### config.mk
export PLATFORM = sky130hd
export DESIGN_NAME = disk_proj_sched_flat
export DESIGN_NICKNAME = d
export VERILOG_FILES = /design/src/rtl/disk_proj_sched_pkg.sv /design/src/rtl/disk_proj_sched_if.sv /design/src/rtl/disk_proj_sched_wr_counter.sv /design/src/rtl/pipe_delay.sv /design/src/rtl/disk_proj_sched.sv /design/src/flat_wrapper.sv
export SDC_FILE = /design/constraint.sdc
export NUM_CORES = 1
export LEC_CHECK = 0
export CAP_MARGIN = 10
export CORE_ASPECT_RATIO = 1.25
export CORE_MARGIN = 5
export CORE_UTILIZATION = 25
export CTS_CLUSTER_DIAMETER = 80
export CTS_CLUSTER_SIZE = 12
export DETAILED_ROUTE_END_ITERATION = 7
export PLACE_DENSITY = 0.42
export SKIP_CTS_REPAIR_TIMING = 1
export SYNTH_ARGS = -nofsm -noshare
export SYNTH_HDL_FRONTEND = slang
export SYNTH_SLANG_ARGS = --single-unit
### constraint.sdc
create_clock -name clk -period 5.4 [get_ports clk]
set_input_delay 0.54 -clock clk [delete_from_list [all_inputs] [get_ports clk]]
set_output_delay 0.54 -clock clk [all_outputs]
set_load 0.01 [all_outputs]
### src/rtl/disk_proj_sched_pkg.sv
// Shared types and constants for the disk projection scheduler.
// Holds FSM states, memory sizing and the write-data field layout.
package disk_proj_sched_pkg;

    localparam int NMAX = 64;
    localparam int AW   = 6;
    localparam int CW   = 7;

    localparam int IDX_W   = 6;
    localparam int PHI_W   = 14;
    localparam int R_W     = 12;
    localparam int DATA_W  = 32;
    localparam int IDX_LSB = 26;
    localparam int PHI_LSB = 12;
    localparam int R_LSB   = 0;

    typedef enum logic [1:0] {
        IDLE,
        ISSUE,
        DRAIN,
        FIN
    } state_e;

    function automatic logic [DATA_W-1:0] pack_wr(
        input logic [IDX_W-1:0] idx,
        input logic [PHI_W-1:0] phi,
        input logic [R_W-1:0]   r
    );
        logic [DATA_W-1:0] w;
        w = '0;
        w[IDX_LSB +: IDX_W] = idx;
        w[PHI_LSB +: PHI_W] = phi;
        w[R_LSB +: R_W]     = r;
        return w;
    endfunction

endpackage

### src/rtl/disk_proj_sched_if.sv
// Event control, tracklet read, datapath result and projection write bus.
// master drives events and datapath results; slave is the scheduler.
interface disk_proj_sched_if;
    import disk_proj_sched_pkg::*;

    logic              start;
    logic [CW-1:0]     nent;
    logic [2:0]        bx_in;
    logic              rd_en;
    logic [AW-1:0]     rd_add;
    logic              proj_valid;
    logic              proj_plus;
    logic              proj_minus;
    logic [PHI_W-1:0]  phiD;
    logic [R_W-1:0]    rD;
    logic              wr_en_c;
    logic              wr_en_p;
    logic              wr_en_m;
    logic [AW-1:0]     wr_add_c;
    logic [AW-1:0]     wr_add_p;
    logic [AW-1:0]     wr_add_m;
    logic [DATA_W-1:0] wr_data;
    logic              done;
    logic [2:0]        bx_out;
    logic [CW-1:0]     nproj_c;
    logic [CW-1:0]     nproj_p;
    logic [CW-1:0]     nproj_m;
    logic              ovf;

    modport master (
        output start, nent, bx_in,
        output proj_valid, proj_plus, proj_minus, phiD, rD,
        input  rd_en, rd_add,
        input  wr_en_c, wr_en_p, wr_en_m,
        input  wr_add_c, wr_add_p, wr_add_m, wr_data,
        input  done, bx_out, nproj_c, nproj_p, nproj_m, ovf
    );

    modport slave (
        input  start, nent, bx_in,
        input  proj_valid, proj_plus, proj_minus, phiD, rD,
        output rd_en, rd_add,
        output wr_en_c, wr_en_p, wr_en_m,
        output wr_add_c, wr_add_p, wr_add_m, wr_data,
        output done, bx_out, nproj_c, nproj_p, nproj_m, ovf
    );

endinterface

### src/rtl/disk_proj_sched_wr_counter.sv
// Saturating projection-memory write counter with sticky overflow.
// Emits a registered write strobe and address for each accepted hit.
module proj_wr_counter
    import disk_proj_sched_pkg::*;
#(
    parameter int LIMIT = NMAX
) (
    input  logic          clk,
    input  logic          reset,
    input  logic          clr_i,
    input  logic          hit_i,
    output logic          wr_en_o,
    output logic [AW-1:0] wr_add_o,
    output logic [CW-1:0] cnt_o,
    output logic          ovf_o
);

    logic [CW-1:0] cnt_q, cnt_d;
    logic [AW-1:0] add_q, add_d;
    logic          wr_q, wr_d;
    logic          ovf_q, ovf_d;

    always_comb begin
        cnt_d = cnt_q;
        add_d = add_q;
        wr_d  = 1'b0;
        ovf_d = ovf_q;
        if (clr_i) begin
            cnt_d = '0;
            add_d = '0;
            ovf_d = 1'b0;
        end else if (hit_i) begin
            if (cnt_q >= CW'(LIMIT)) begin
                ovf_d = 1'b1;
            end else begin
                wr_d  = 1'b1;
                add_d = cnt_q[AW-1:0];
                cnt_d = cnt_q + CW'(1);
            end
        end
    end

    always_ff @(posedge clk) begin
        if (reset) begin
            cnt_q <= '0;
            add_q <= '0;
            wr_q  <= 1'b0;
            ovf_q <= 1'b0;
        end else begin
            cnt_q <= cnt_d;
            add_q <= add_d;
            wr_q  <= wr_d;
            ovf_q <= ovf_d;
        end
    end

    assign wr_en_o  = wr_q;
    assign wr_add_o = add_q;
    assign cnt_o    = cnt_q;
    assign ovf_o    = ovf_q;

endmodule

### src/rtl/pipe_delay.sv
// Fixed-depth register delay line with synchronous flush.
// Flush zeroes every stage so any valid bit carried in the data dies.
module pipe_delay #(
    parameter int WIDTH = 8,
    parameter int DEPTH = 1
) (
    input  logic             clk,
    input  logic             reset,
    input  logic             clr_i,
    input  logic [WIDTH-1:0] d_i,
    output logic [WIDTH-1:0] q_o
);

    logic [WIDTH-1:0] pipe_q [DEPTH];

    always_ff @(posedge clk) begin
        if (reset || clr_i) begin
            for (int i = 0; i < DEPTH; i++) begin
                pipe_q[i] <= '0;
            end
        end else begin
            pipe_q[0] <= d_i;
            for (int i = 1; i < DEPTH; i++) begin
                pipe_q[i] <= pipe_q[i-1];
            end
        end
    end

    assign q_o = pipe_q[DEPTH-1];

endmodule

### src/rtl/disk_proj_sched.sv
// Per-event scheduler: issues tracklet reads, tracks them through the
// projection datapath and routes results into c/p/m projection memories.
module disk_proj_sched #(
    parameter int PROJ_LAT = 17,
    parameter int RD_LAT   = 2,
    parameter int NMAX     = disk_proj_sched_pkg::NMAX
) (
    input  logic             clk,
    input  logic             reset,
    disk_proj_sched_if.slave bus
);

    import disk_proj_sched_pkg::state_e, disk_proj_sched_pkg::IDLE,
           disk_proj_sched_pkg::ISSUE, disk_proj_sched_pkg::DRAIN,
           disk_proj_sched_pkg::FIN, disk_proj_sched_pkg::AW,
           disk_proj_sched_pkg::CW, disk_proj_sched_pkg::pack_wr;

    localparam int DEPTH = RD_LAT + PROJ_LAT;

    state_e        state_q, state_d;
    logic [CW-1:0] nent_q, nent_d;
    logic [CW-1:0] cnt_q, cnt_d;
    logic [CW-1:0] infl_q, infl_d;
    logic [2:0]    bx_q, bx_d;
    logic [31:0]   data_q, data_d;

    logic [AW:0]   tail;
    logic          tail_v;
    logic [AW-1:0] tail_idx;
    logic          issue;
    logic          hit_c, hit_p, hit_m, hit_any;
    logic          ovf_c, ovf_p, ovf_m;

    assign issue    = (state_q == ISSUE);
    assign tail_v   = tail[AW];
    assign tail_idx = tail[AW-1:0];

    // Tail lines up with the datapath result of the read issued DEPTH ago.
    pipe_delay #(
        .WIDTH (AW + 1),
        .DEPTH (DEPTH)
    ) u_inflight (
        .clk   (clk),
        .reset (reset),
        .clr_i (bus.start),
        .d_i   ({issue, cnt_q[AW-1:0]}),
        .q_o   (tail)
    );

    always_comb begin
        state_d = state_q;
        nent_d  = nent_q;
        cnt_d   = cnt_q;
        bx_d    = bx_q;
        infl_d  = infl_q + CW'(issue) - CW'(tail_v);
        unique case (state_q)
            IDLE: ;
            ISSUE: begin
                cnt_d = cnt_q + CW'(1);
                if (cnt_q == nent_q - CW'(1)) state_d = DRAIN;
            end
            DRAIN: begin
                if (infl_q == CW'(tail_v)) state_d = FIN;
            end
            FIN: state_d = IDLE;
        endcase
        // A start in any state restarts the event from scratch.
        if (bus.start) begin
            nent_d  = bus.nent;
            bx_d    = bus.bx_in;
            cnt_d   = '0;
            infl_d  = '0;
            state_d = (bus.nent == '0) ? FIN : ISSUE;
        end
    end

    assign hit_c   = tail_v & bus.proj_valid & ~bus.start;
    assign hit_p   = tail_v & bus.proj_plus  & ~bus.start;
    assign hit_m   = tail_v & bus.proj_minus & ~bus.start;
    assign hit_any = hit_c | hit_p | hit_m;
    assign data_d  = hit_any ? pack_wr(tail_idx, bus.phiD, bus.rD)
                             : data_q;

    always_ff @(posedge clk) begin
        if (reset) begin
            state_q <= IDLE;
            nent_q  <= '0;
            cnt_q   <= '0;
            infl_q  <= '0;
            bx_q    <= '0;
            data_q  <= '0;
        end else begin
            state_q <= state_d;
            nent_q  <= nent_d;
            cnt_q   <= cnt_d;
            infl_q  <= infl_d;
            bx_q    <= bx_d;
            data_q  <= data_d;
        end
    end

    proj_wr_counter #(.LIMIT(NMAX)) u_cnt_c (
        .clk      (clk),
        .reset    (reset),
        .clr_i    (bus.start),
        .hit_i    (hit_c),
        .wr_en_o  (bus.wr_en_c),
        .wr_add_o (bus.wr_add_c),
        .cnt_o    (bus.nproj_c),
        .ovf_o    (ovf_c)
    );

    proj_wr_counter #(.LIMIT(NMAX)) u_cnt_p (
        .clk      (clk),
        .reset    (reset),
        .clr_i    (bus.start),
        .hit_i    (hit_p),
        .wr_en_o  (bus.wr_en_p),
        .wr_add_o (bus.wr_add_p),
        .cnt_o    (bus.nproj_p),
        .ovf_o    (ovf_p)
    );

    proj_wr_counter #(.LIMIT(NMAX)) u_cnt_m (
        .clk      (clk),
        .reset    (reset),
        .clr_i    (bus.start),
        .hit_i    (hit_m),
        .wr_en_o  (bus.wr_en_m),
        .wr_add_o (bus.wr_add_m),
        .cnt_o    (bus.nproj_m),
        .ovf_o    (ovf_m)
    );

    assign bus.rd_en   = issue;
    assign bus.rd_add  = cnt_q[AW-1:0];
    assign bus.done    = (state_q == FIN) & ~bus.start;
    assign bus.bx_out  = bx_q;
    assign bus.wr_data = data_q;
    assign bus.ovf     = ovf_c | ovf_p | ovf_m;

endmodule

### src/flat_wrapper.sv
// flat-port wrapper written by rule: the top's interface ports become plain ports
module disk_proj_sched_flat import disk_proj_sched_pkg::state_e, disk_proj_sched_pkg::IDLE,
           disk_proj_sched_pkg::ISSUE, disk_proj_sched_pkg::DRAIN,
           disk_proj_sched_pkg::FIN, disk_proj_sched_pkg::AW,
           disk_proj_sched_pkg::CW, disk_proj_sched_pkg::pack_wr;
#(
    parameter int PROJ_LAT = 17,
    parameter int RD_LAT   = 2,
    parameter int NMAX     = disk_proj_sched_pkg::NMAX
)
  (clk, reset, bus_start, bus_nent, bus_bx_in, bus_proj_valid, bus_proj_plus, bus_proj_minus, bus_phiD, bus_rD, bus_rd_en, bus_rd_add, bus_wr_en_c, bus_wr_en_p, bus_wr_en_m, bus_wr_add_c, bus_wr_add_p, bus_wr_add_m, bus_wr_data, bus_done, bus_bx_out, bus_nproj_c, bus_nproj_p, bus_nproj_m, bus_ovf);
  disk_proj_sched_if bus_i ();
  input  logic clk;
  input  logic reset;
  input wire logic [$bits(bus_i.start)-1:0] bus_start;
  input wire logic [$bits(bus_i.nent)-1:0] bus_nent;
  input wire logic [$bits(bus_i.bx_in)-1:0] bus_bx_in;
  input wire logic [$bits(bus_i.proj_valid)-1:0] bus_proj_valid;
  input wire logic [$bits(bus_i.proj_plus)-1:0] bus_proj_plus;
  input wire logic [$bits(bus_i.proj_minus)-1:0] bus_proj_minus;
  input wire logic [$bits(bus_i.phiD)-1:0] bus_phiD;
  input wire logic [$bits(bus_i.rD)-1:0] bus_rD;
  output wire logic [$bits(bus_i.rd_en)-1:0] bus_rd_en;
  output wire logic [$bits(bus_i.rd_add)-1:0] bus_rd_add;
  output wire logic [$bits(bus_i.wr_en_c)-1:0] bus_wr_en_c;
  output wire logic [$bits(bus_i.wr_en_p)-1:0] bus_wr_en_p;
  output wire logic [$bits(bus_i.wr_en_m)-1:0] bus_wr_en_m;
  output wire logic [$bits(bus_i.wr_add_c)-1:0] bus_wr_add_c;
  output wire logic [$bits(bus_i.wr_add_p)-1:0] bus_wr_add_p;
  output wire logic [$bits(bus_i.wr_add_m)-1:0] bus_wr_add_m;
  output wire logic [$bits(bus_i.wr_data)-1:0] bus_wr_data;
  output wire logic [$bits(bus_i.done)-1:0] bus_done;
  output wire logic [$bits(bus_i.bx_out)-1:0] bus_bx_out;
  output wire logic [$bits(bus_i.nproj_c)-1:0] bus_nproj_c;
  output wire logic [$bits(bus_i.nproj_p)-1:0] bus_nproj_p;
  output wire logic [$bits(bus_i.nproj_m)-1:0] bus_nproj_m;
  output wire logic [$bits(bus_i.ovf)-1:0] bus_ovf;
  assign bus_i.start = bus_start;
  assign bus_i.nent = bus_nent;
  assign bus_i.bx_in = bus_bx_in;
  assign bus_i.proj_valid = bus_proj_valid;
  assign bus_i.proj_plus = bus_proj_plus;
  assign bus_i.proj_minus = bus_proj_minus;
  assign bus_i.phiD = bus_phiD;
  assign bus_i.rD = bus_rD;
  assign bus_rd_en = bus_i.rd_en;
  assign bus_rd_add = bus_i.rd_add;
  assign bus_wr_en_c = bus_i.wr_en_c;
  assign bus_wr_en_p = bus_i.wr_en_p;
  assign bus_wr_en_m = bus_i.wr_en_m;
  assign bus_wr_add_c = bus_i.wr_add_c;
  assign bus_wr_add_p = bus_i.wr_add_p;
  assign bus_wr_add_m = bus_i.wr_add_m;
  assign bus_wr_data = bus_i.wr_data;
  assign bus_done = bus_i.done;
  assign bus_bx_out = bus_i.bx_out;
  assign bus_nproj_c = bus_i.nproj_c;
  assign bus_nproj_p = bus_i.nproj_p;
  assign bus_nproj_m = bus_i.nproj_m;
  assign bus_ovf = bus_i.ovf;
  disk_proj_sched #(.PROJ_LAT(PROJ_LAT), .RD_LAT(RD_LAT), .NMAX(NMAX)) u_core (.clk(clk), .reset(reset), .bus(bus_i));
endmodule
Word level (Yosys, flattened, before mapping)
Memories as Yosys holds them, arrays and structs flattened.
Index checks and enable logic that the tools add are counted.
{"block": "word_totals", "regBits": 103, "ramBits": 133, "input_bits": 42, "output_inout_bits": 86, "word_cells": 117, "mem_count": 1}
{"block": "op_classes", "n_addsub": 7, "n_lt_le_gt_ge": 3, "eq_ne": 7, "mux": 30, "bitwise": 37, "reduce_logical": 14}
{"name": "u_core.u_inflight.pipe_q", "words": 19, "width": 7, "rd": 19, "rd_clocked_by_memory_dff": 0, "write_ports": 19, "line_no": "pipe_delay.sv:14", "text": "logic [WIDTH-1:0] pipe_q [DEPTH];"}
{"operator": "$mux 7", "count": 19}
{"operator": "$add 7x1->7 const B", "count": 4}
{"operator": "$or 1x1->1", "count": 23}
{"operator": "$ge 7x7->1 const B", "count": 3}
{"operator": "$reduce_and 2->1", "count": 6}
{"operator": "$reduce_or 3->1", "count": 3}
{"operator": "$mux 2", "count": 4}
{"operator": "$add 7x1->7", "count": 1}
{"operator": "$and 1x1->1", "count": 7}
{"operator": "$eq 7x1->1", "count": 1}
{"operator": "$eq 7x7->1", "count": 1}
{"operator": "$logic_not 7->1", "count": 1}
{"operator": "$not 1->1", "count": 7}
{"operator": "$sub 7x1->7", "count": 1}
{"operator": "$sub 7x1->7 const B", "count": 1}
{"operator": "$mux 1", "count": 6}
{"operator": "$pmux 2 s3", "count": 1}
{"operator": "$eq 2x2->1 const B", "count": 2}
{"operator": "$reduce_bool 4->1", "count": 1}
{"operator": "$ne 3x2->1 const B", "count": 1}
{"operator": "$ne 3x3->1 const B", "count": 1}
{"operator": "$reduce_and 3->1", "count": 1}
{"operator": "$eq 2x1->1 const B", "count": 1}
{"operator": "$reduce_or 2->1", "count": 1}
{"operator": "$logic_or 1x1->1", "count": 1}

Depth between registers and ports, before layout
Gate-level depths: netlist (run 1).
{"block": "depth", "word_depth": 5, "mapped_depth": 15, "ltp_nobuf": 14}

Cells and area by module
From an unflattened synthesis (run 1), not the netlist that was laid out.
{"block": "unflattened", "hier_cells": 829, "hier_area_um2": 8717.1}
{"mod": "pipe_delay", "instances": 1, "cells_each": 296, "area_per_inst_um2": 4267.8, "seq_area_each_um2": 2662.6}
{"mod": "disk_proj_sched", "instances": 1, "cells_each": 317, "area_per_inst_um2": 2658.8, "seq_area_each_um2": 1161.1}
{"mod": "proj_wr_counter", "instances": 3, "cells_each": 72, "area_per_inst_um2": 596.8, "seq_area_each_um2": 300.3}

Worst setup path before layout (run 1)
OpenSTA, ideal clock, no wires.
{"block": "synth_path", "kind": "register -> register", "start": "reg u_core.state_q[0]", "end": "reg u_core.infl_q[6]", "setup_ns": 0.132, "t_arrival_ns": 2.665, "required_ns": 5.268, "setup_slack_ns": 2.603, "path_stages_with_launch": 15, "n_path_buf": 1, "period_less_slack_ns": 2.797, "cell_sequence": "dfxtp_1 ha_1 clkbuf_1 inv_1 ha_1 inv_1 ha_1 inv_1 fa_1 nand2b_1 a21oi_1 o21ai_0 a21oi_1 or3_1 a21oi_1"}
{"block": "synth_between", "elab_chain_len": 3}
{"item": "start, declared", "line_no": "disk_proj_sched.sv:20", "text": "state_e state_q, state_d;"}
{"item": "start signal, assigned", "line_no": "disk_proj_sched.sv:93", "text": "state_q <= state_d;"}
{"item": "$eq 2x1->1", "line_no": "disk_proj_sched.sv:34", "text": "assign issue = (state_q == ISSUE);"}
{"item": "via bus_rd_en", "line_no": "flat_wrapper.sv:23", "text": "output wire logic [$bits(bus_i.rd_en)-1:0] bus_rd_en;"}
{"item": "$add 7x1->7", "line_no": "disk_proj_sched.sv:55", "text": "infl_d = infl_q + CW'(issue) - CW'(tail_v);"}
{"item": "$sub 7x1->7", "line_no": "disk_proj_sched.sv:55"}
{"item": "end signal, assigned", "line_no": "disk_proj_sched.sv:96", "text": "infl_q <= infl_d;"}
{"item": "end, declared", "line_no": "disk_proj_sched.sv:23", "text": "logic [CW-1:0] infl_q, infl_d;"}
The timed path passes the listed nets, and every way through them passes these cells.
A chain may end at the register's enable or synchronous reset.

Worst setup path after layout (run 1)
{"block": "layout_path", "start": "reg u_core.state_q[0]", "end": "reg u_core.infl_q[6]"}
{"block": "layout_between", "elab_chain_len": 3}
{"item": "$eq 2x1->1", "line_no": "disk_proj_sched.sv:34"}
{"item": "$add 7x1->7", "line_no": "disk_proj_sched.sv:55"}
{"item": "$sub 7x1->7", "line_no": "disk_proj_sched.sv:55"}
No other way between the ends.

==> impl_metrics.toml, run 1 <==
[sta]
finalSetupTns_ps = 0
fin_crit_ps = 3020
setup_viol = 0
fin_skew_ps = 7.14
relSlewSlack = 0.271
worst_pin_slew_ps = 1090
hold_viol = 0
fmax_ghz = 0.331
worst_slack_ps = 2380
drv_slew = 0
finalCritPeriodShare = 0.560
rsz0062_at_grt = "no"

[final_layout]
finish.utilization = 0.323
area_growth_pct = 28.0
drive_gt1_frac = 0.0480
nets = 980
num_antenna_cells = 0

[global_route]
grt_max_degree = 70
track_usage = 0.0961
grt_pass1_wl_um = 28400
grt_pass1_vias = 5254
overflow = 0
antenna_found_initial = 0

[detailed_routing]
first_iter_violations = 247
detail_route.wl_per_cell_um = 13.2
wirelength_um = 17500
drc = 0
vias_per_cell = 4.09
vias = 5431
first_pass_iters = 4
ant_nets = 0

[yosys]
ys.flop_type = "dfxtp_1"
synth_area_leader_cell = "dfxtp_1"
yosys_warnings = 0
synth.distinct_cells = 52
avgSynthCellArea_um2 = 9.96
syn_inst = 804
syn_nets = 868
synthTopCellsByArea = "dfxtp_1 59%, and2_1 11%, nand2_1 5.4%"
syn-cell-area_mm2 = 0.00801
synth_top_area_frac = 0.590
synth_edf_count = 0
ys_seq_elements = 236
synth_seq_area_share = 0.590
synth-async-reset-ratio = 0

[setup_path]
crit_end = "u_core.infl_q[6]"
crit_fanout = 9
path_class = "reg2reg"
worstSetupStartpointType = "flop"
startpoint = "u_core.state_q[0]"
critPathArrivalTime_ps = 3370
regToRegStartpoint = "u_core.state_q[0]"
cp.required_ps = 5750
reg2reg_to = "u_core.infl_q[6]"
r2r_cells = 13
r2r_slack_ps = 2380
crit_path_end_kind = "flop"

[place]
hpwl_um = 11600
routabilityCongestion = 0.736
port-buffer-count = 127
dp_slack_ps = 2390

[floorplanning]
die_h_um = 210
ios = 128
die_w_um = 170
core_mm2 = 0.0317
rows = 73
initial_core_util = 0.253
die-area_mm2 = 0.0357

[cts]
clockBufferDepth = 3
clk_latency_ps = 510
path_clk_slew_ps = 60
numCtsBuffers = 23
cts_sinks = 236
h-tree-depth = 1
cts_root_buf = "clkbuf_16"
tritoncts = "built"

[pwr]
finalPower_w = 0.00331
vdd_drop_max_mv = 0.135
pwr_density_cell_mw_per_mm2 = 323
p_leak_nw = 3.76

[hold_path]
holdPathStages = 1
hp-class = "reg2reg"

[flow_run]
cap_viol_max_count = 0

[run_status]
status = "finished clean"
[Yosys cell counts (8+ instances only)]
| library cell | number |
|---|---|
| ha_1 | 21 |
| nor2_1 | 48 |
| nand2_1 | 115 |
| xor2_1 | 17 |
| a21oi_1 | 66 |
| xnor2_1 | 11 |
| nand4_1 | 8 |
| and2_1 | 135 |
| inv_1 | 23 |
| mux2i_1 | 12 |
| dfxtp_1 | 236 |
| clkbuf_1 | 33 |
[worst max-delay path: stages (launching register included)]
cell and delay [ps]:
dfxtp_1 430, ha_1 450, inv_1 140, ha_1 310, inv_1 60, ha_1 170
inv_1 60, fa_1 400, nand2b_1 170, a21oi_1 180, o21ai_0 120, a21oi_1 200
or3_1 130, a21oi_1 50
[area by class of cell]
type                       instances  area, um2
timing repair buffer             134       1320
fill                            3233      21400
multi-input combinational        498       3000
sequential                       236       4720
clock buffer                      24        579
inverter                          23       86.3
tap                              412        515
clock inverter                     2       25.0
[kinds of logic (layout without fill, tap and decap cells)]
family | count (synthesis) | count (layout) | share of synthesized area
and+or+nand+nor | 342 | 342 | 0.219
xor gates and xnor gates | 29 | 29 | 0.0327
AOI/OAI and AO/OA | 92 | 92 | 0.0681
muxes | 13 | 13 | 0.0164
DFF | 236 | 236 | 0.590
buffers and inverters | 70 | 183 | 0.0380
adders and majority gates | 22 | 22 | 0.0353
[layout by cell type, fill, tap and decap left out, types with 11 or more instances in the layout]
cell type / n
dfxtp_1: 236
and2_1: 135
clkdlybuf4s50_1: 126
nand2_1: 115
a21oi_1: 66
nor2_1: 47
inv_1: 23
clkbuf_16: 23
ha_1: 21
xor2_1: 17
mux2i_1: 12
xnor2_1: 11
[layer usage]
metal	vias up	global-route usage	wire length, um
met4	0	0.0333	441
met5	-	0	0
met2	95	0.161	8330
met3	33	0.0189	822
met1	2528	0.124	7900
li1	2775	-	-
[registers in the layout, summed over array words and instances, names as in the netlist]
register and count:
u_core.bus.bx_out 3, u_core.bus.wr_data 32, u_core.cnt_q 7, u_core.infl_q 7, u_core.nent_q 7, u_core.state_q 2, u_core.u_cnt_c.cnt_o 7, u_core.u_cnt_c.ovf_o 1
u_core.u_cnt_c.wr_add_o 6, u_core.u_cnt_c.wr_en_o 1, u_core.u_cnt_m.cnt_o 7, u_core.u_cnt_m.ovf_o 1, u_core.u_cnt_m.wr_add_o 6, u_core.u_cnt_m.wr_en_o 1, u_core.u_cnt_p.cnt_o 7, u_core.u_cnt_p.ovf_o 1
u_core.u_cnt_p.wr_add_o 6, u_core.u_cnt_p.wr_en_o 1, u_core.u_inflight.pipe_q 133
[metrics by stage]
step,hold slack (ps),instances,area [um2]
4_1_cts,422,1329,10200
3_3_place_gp,407,1303,9640
2_1_floorplan,406,804,8010
6_report,421,1329,10200
5_1_grt,431,1329,10200
3_5_place_dp,410,1303,9640
[report_power, final]
group	switching (W)	internal, W	leakage, nW	total [W]
Clock	0.000625	0.000760	0.298	0.00139
Combinational	0.0000822	0.0000747	1.56	0.000157
Sequential	0.0000138	0.00175	1.90	0.00177
Total	0.000721	0.00259	3.76	0.00331
[worst min-delay path by stage]
stage	end	slack (ps)	from
detailed placement	u_core.u_inflight.pipe_q[1][1]	410	u_core.u_inflight.pipe_q[0][1]
finish	u_core.u_inflight.pipe_q[10][6]	420	u_core.u_inflight.pipe_q[9][6]
CTS	u_core.u_inflight.pipe_q[9][6]	420	u_core.u_inflight.pipe_q[8][6]
global placement	u_core.u_inflight.pipe_q[1][5]	410	u_core.u_inflight.pipe_q[0][5]
global route	u_core.u_inflight.pipe_q[5][5]	430	u_core.u_inflight.pipe_q[4][5]
floorplan	u_core.u_inflight.pipe_q[10][0]	410	u_core.u_inflight.pipe_q[9][0]
Note: power is estimated with default switching activity, not from simulation.
==> run 2, diff against run 1 <==
==> constraint.sdc (replaced) <==
create_clock -name clk -period 3 [get_ports clk]
set_input_delay 0.3 -clock clk [delete_from_list [all_inputs] [get_ports clk]]
set_output_delay 0.3 -clock clk [all_outputs]
set_load 0.01 [all_outputs]
==> run 2 against run 1 <==
Net effect:
- sequential power up 80%
- global-route usage down 0.059 points
- worst setup slack worse by 2000 ps
- register-to-register slack worse by 2000 ps
- clock skew up 0.86 ps
- first-iteration DRC count down 15%
- cell count up 0.68%
- critical path type unchanged
- largest power group unchanged
==> impl_metrics.toml, run 2 (synthesis gave the netlist of run 1 again) <==
[floorplanning]
die-area_mm2 = 0.0357
initial_core_util = 0.253
die_h_um = 210
core_mm2 = 0.0317
die_w_um = 170
rows = 73
ios = 128

[detailed_routing]
vias_per_cell = 4.09
first_iter_violations = 210
vias = 5472
first_pass_iters = 5
ant_nets = 0
wirelength_um = 17500
drc = 0
detail_route.wl_per_cell_um = 13.1

[final_layout]
nets = 989
top_register = "u_core.u_inflight.pipe_q"
layout_commonest_cell = "dfxtp_1"
area_growth_pct = 29.6
drive_gt1_frac = 0.0573
final_cells = 1338
largest_reg_flops = 133
mostFrequentLayoutCells = "236 x dfxtp_1, 135 x and2_1, 126 x clkdlybuf4s50_1"

[sta]
setup_viol = 0
finalCritPeriodShare = 0.877
fin_crit_ps = 2630
rsz0062_at_grt = "no"
fin_skew_ps = 8.00
relSlewSlack = 0.657
hold_viol = 0
worst_pin_slew_ps = 514
finalSetupTns_ps = 0
worst_slack_ps = 368
drv_slew = 0
fmax_ghz = 0.380

[setup_path]
path_class = "reg2reg"
worstSetupStartpointType = "flop"
regToRegStartpoint = "u_core.state_q[0]"
critPathArrivalTime_ps = 3010
r2r_slack_ps = 370
crit_path_end_kind = "flop"
startpoint = "u_core.state_q[0]"
cp.required_ps = 3380
crit_fanout = 6

[cts]
clk_latency_ps = 510
path_clk_slew_ps = 60
clockBufferDepth = 3
tritoncts = "built"
cts_root_buf = "clkbuf_16"
numCtsBuffers = 23
h-tree-depth = 1
cts_sinks = 236

[place]
dp_slack_ps = 360
hpwl_um = 11800
routabilityCongestion = 0.723
dpl.cell_count = 1312
port-buffer-count = 127

[pwr]
power_frac_seq = 0.526
vdd_drop_max_mv = 0.307
clock_power_share = 0.425
p_sw_w = 0.00129
p_leak_nw = 3.83
p_sw_frac = 0.214
p_int_w = 0.00475
pwr_density_cell_mw_per_mm2 = 582
p_comb_frac = 0.048

[global_route]
overflow = 0
antenna_found_initial = 2
track_usage = 0.0955
grt_max_degree = 133
grt_pass1_wl_um = 28400
grt_pass1_vias = 5356

[hold_path]
hp-class = "in2reg"
hold_path_startpoint = "reset"

[flow_run]
cap_viol_max_count = 0

[run_status]
status = "finished clean"
run 2: cell count changes in the layout (fill, tap and decap cells not counted), sizes merged:
cell	delta
clkbuf	-1
clkinv	-1
bufinv	+1
diode	+1
buf	+9
run 2: layer usage:
layer | global-route usage | vias to the layer above | wire (um)
li1 | - | 2796 | -
met1 | 0.125 | 2535 | 8020
met2 | 0.158 | 107 | 8080
met3 | 0.0189 | 32 | 900
met4 | 0.0325 | 2 | 489
met5 | 0 | - | 13
run 2: power groups by stage:
| stage | clock network [W] | registers, W | logic, W |
|---|---|---|---|
| finish | 0.00257 | 0.00318 | 0.000292 |
| global route | 0.00284 | 0.00318 | 0.000328 |
| CTS | 0.00272 | 0.00318 | 0.000300 |
| detailed placement | 0 | 0.00325 | 0.000298 |
| global placement | 0 | 0.00325 | 0.000301 |
| floorplan | 0 | 0.00324 | 0.000173 |
run 2: metrics by stage:
step,hold slack [ps],total power [W],util,cell area (um2)
after CTS,188,0.00620,0.327,10400
final,217,0.00604,0.327,10400
after detailed placement,410,0.00355,0.308,9750
after floorplan,406,0.00342,-,8010
after global placement,408,0.00355,0.308,9750
after global routing,213,0.00635,0.327,10400
run 2: path summary, 6_finish.rpt:
| kind | end | depth (start not counted) |
|---|---|---|
| setup / recovery | u_core.infl_q[6] | 13 |
| hold reg to reg | u_core.u_inflight.pipe_q[5][1] | 1 |
| setup reg to reg | u_core.infl_q[6] | 13 |
| hold / removal | u_core.nent_q[6] | 2 |
run 2: cell type report:
cell class | instances | area (um2)
well taps | 412 | 515
inverters | 23 | 86.3
flip-flops and latches | 236 | 4720
repair buffers | 143 | 1420
fillers | 3272 | 21300
multi-input cells | 498 | 3000
clock inverters | 2 | 50.0
diodes | 1 | 2.50
clock buffers | 23 | 576
run 2: critical path: stages, from the launching register on:
cell	delay, ps
dfxtp_1	430
ha_1	200
inv_1	70
ha_1	290
inv_1	60
ha_1	170
inv_1	60
fa_1	400
nand2b_1	170
a21oi_1	180
o21ai_0	110
a21oi_1	180
or3_1	130
a21oi_1	50
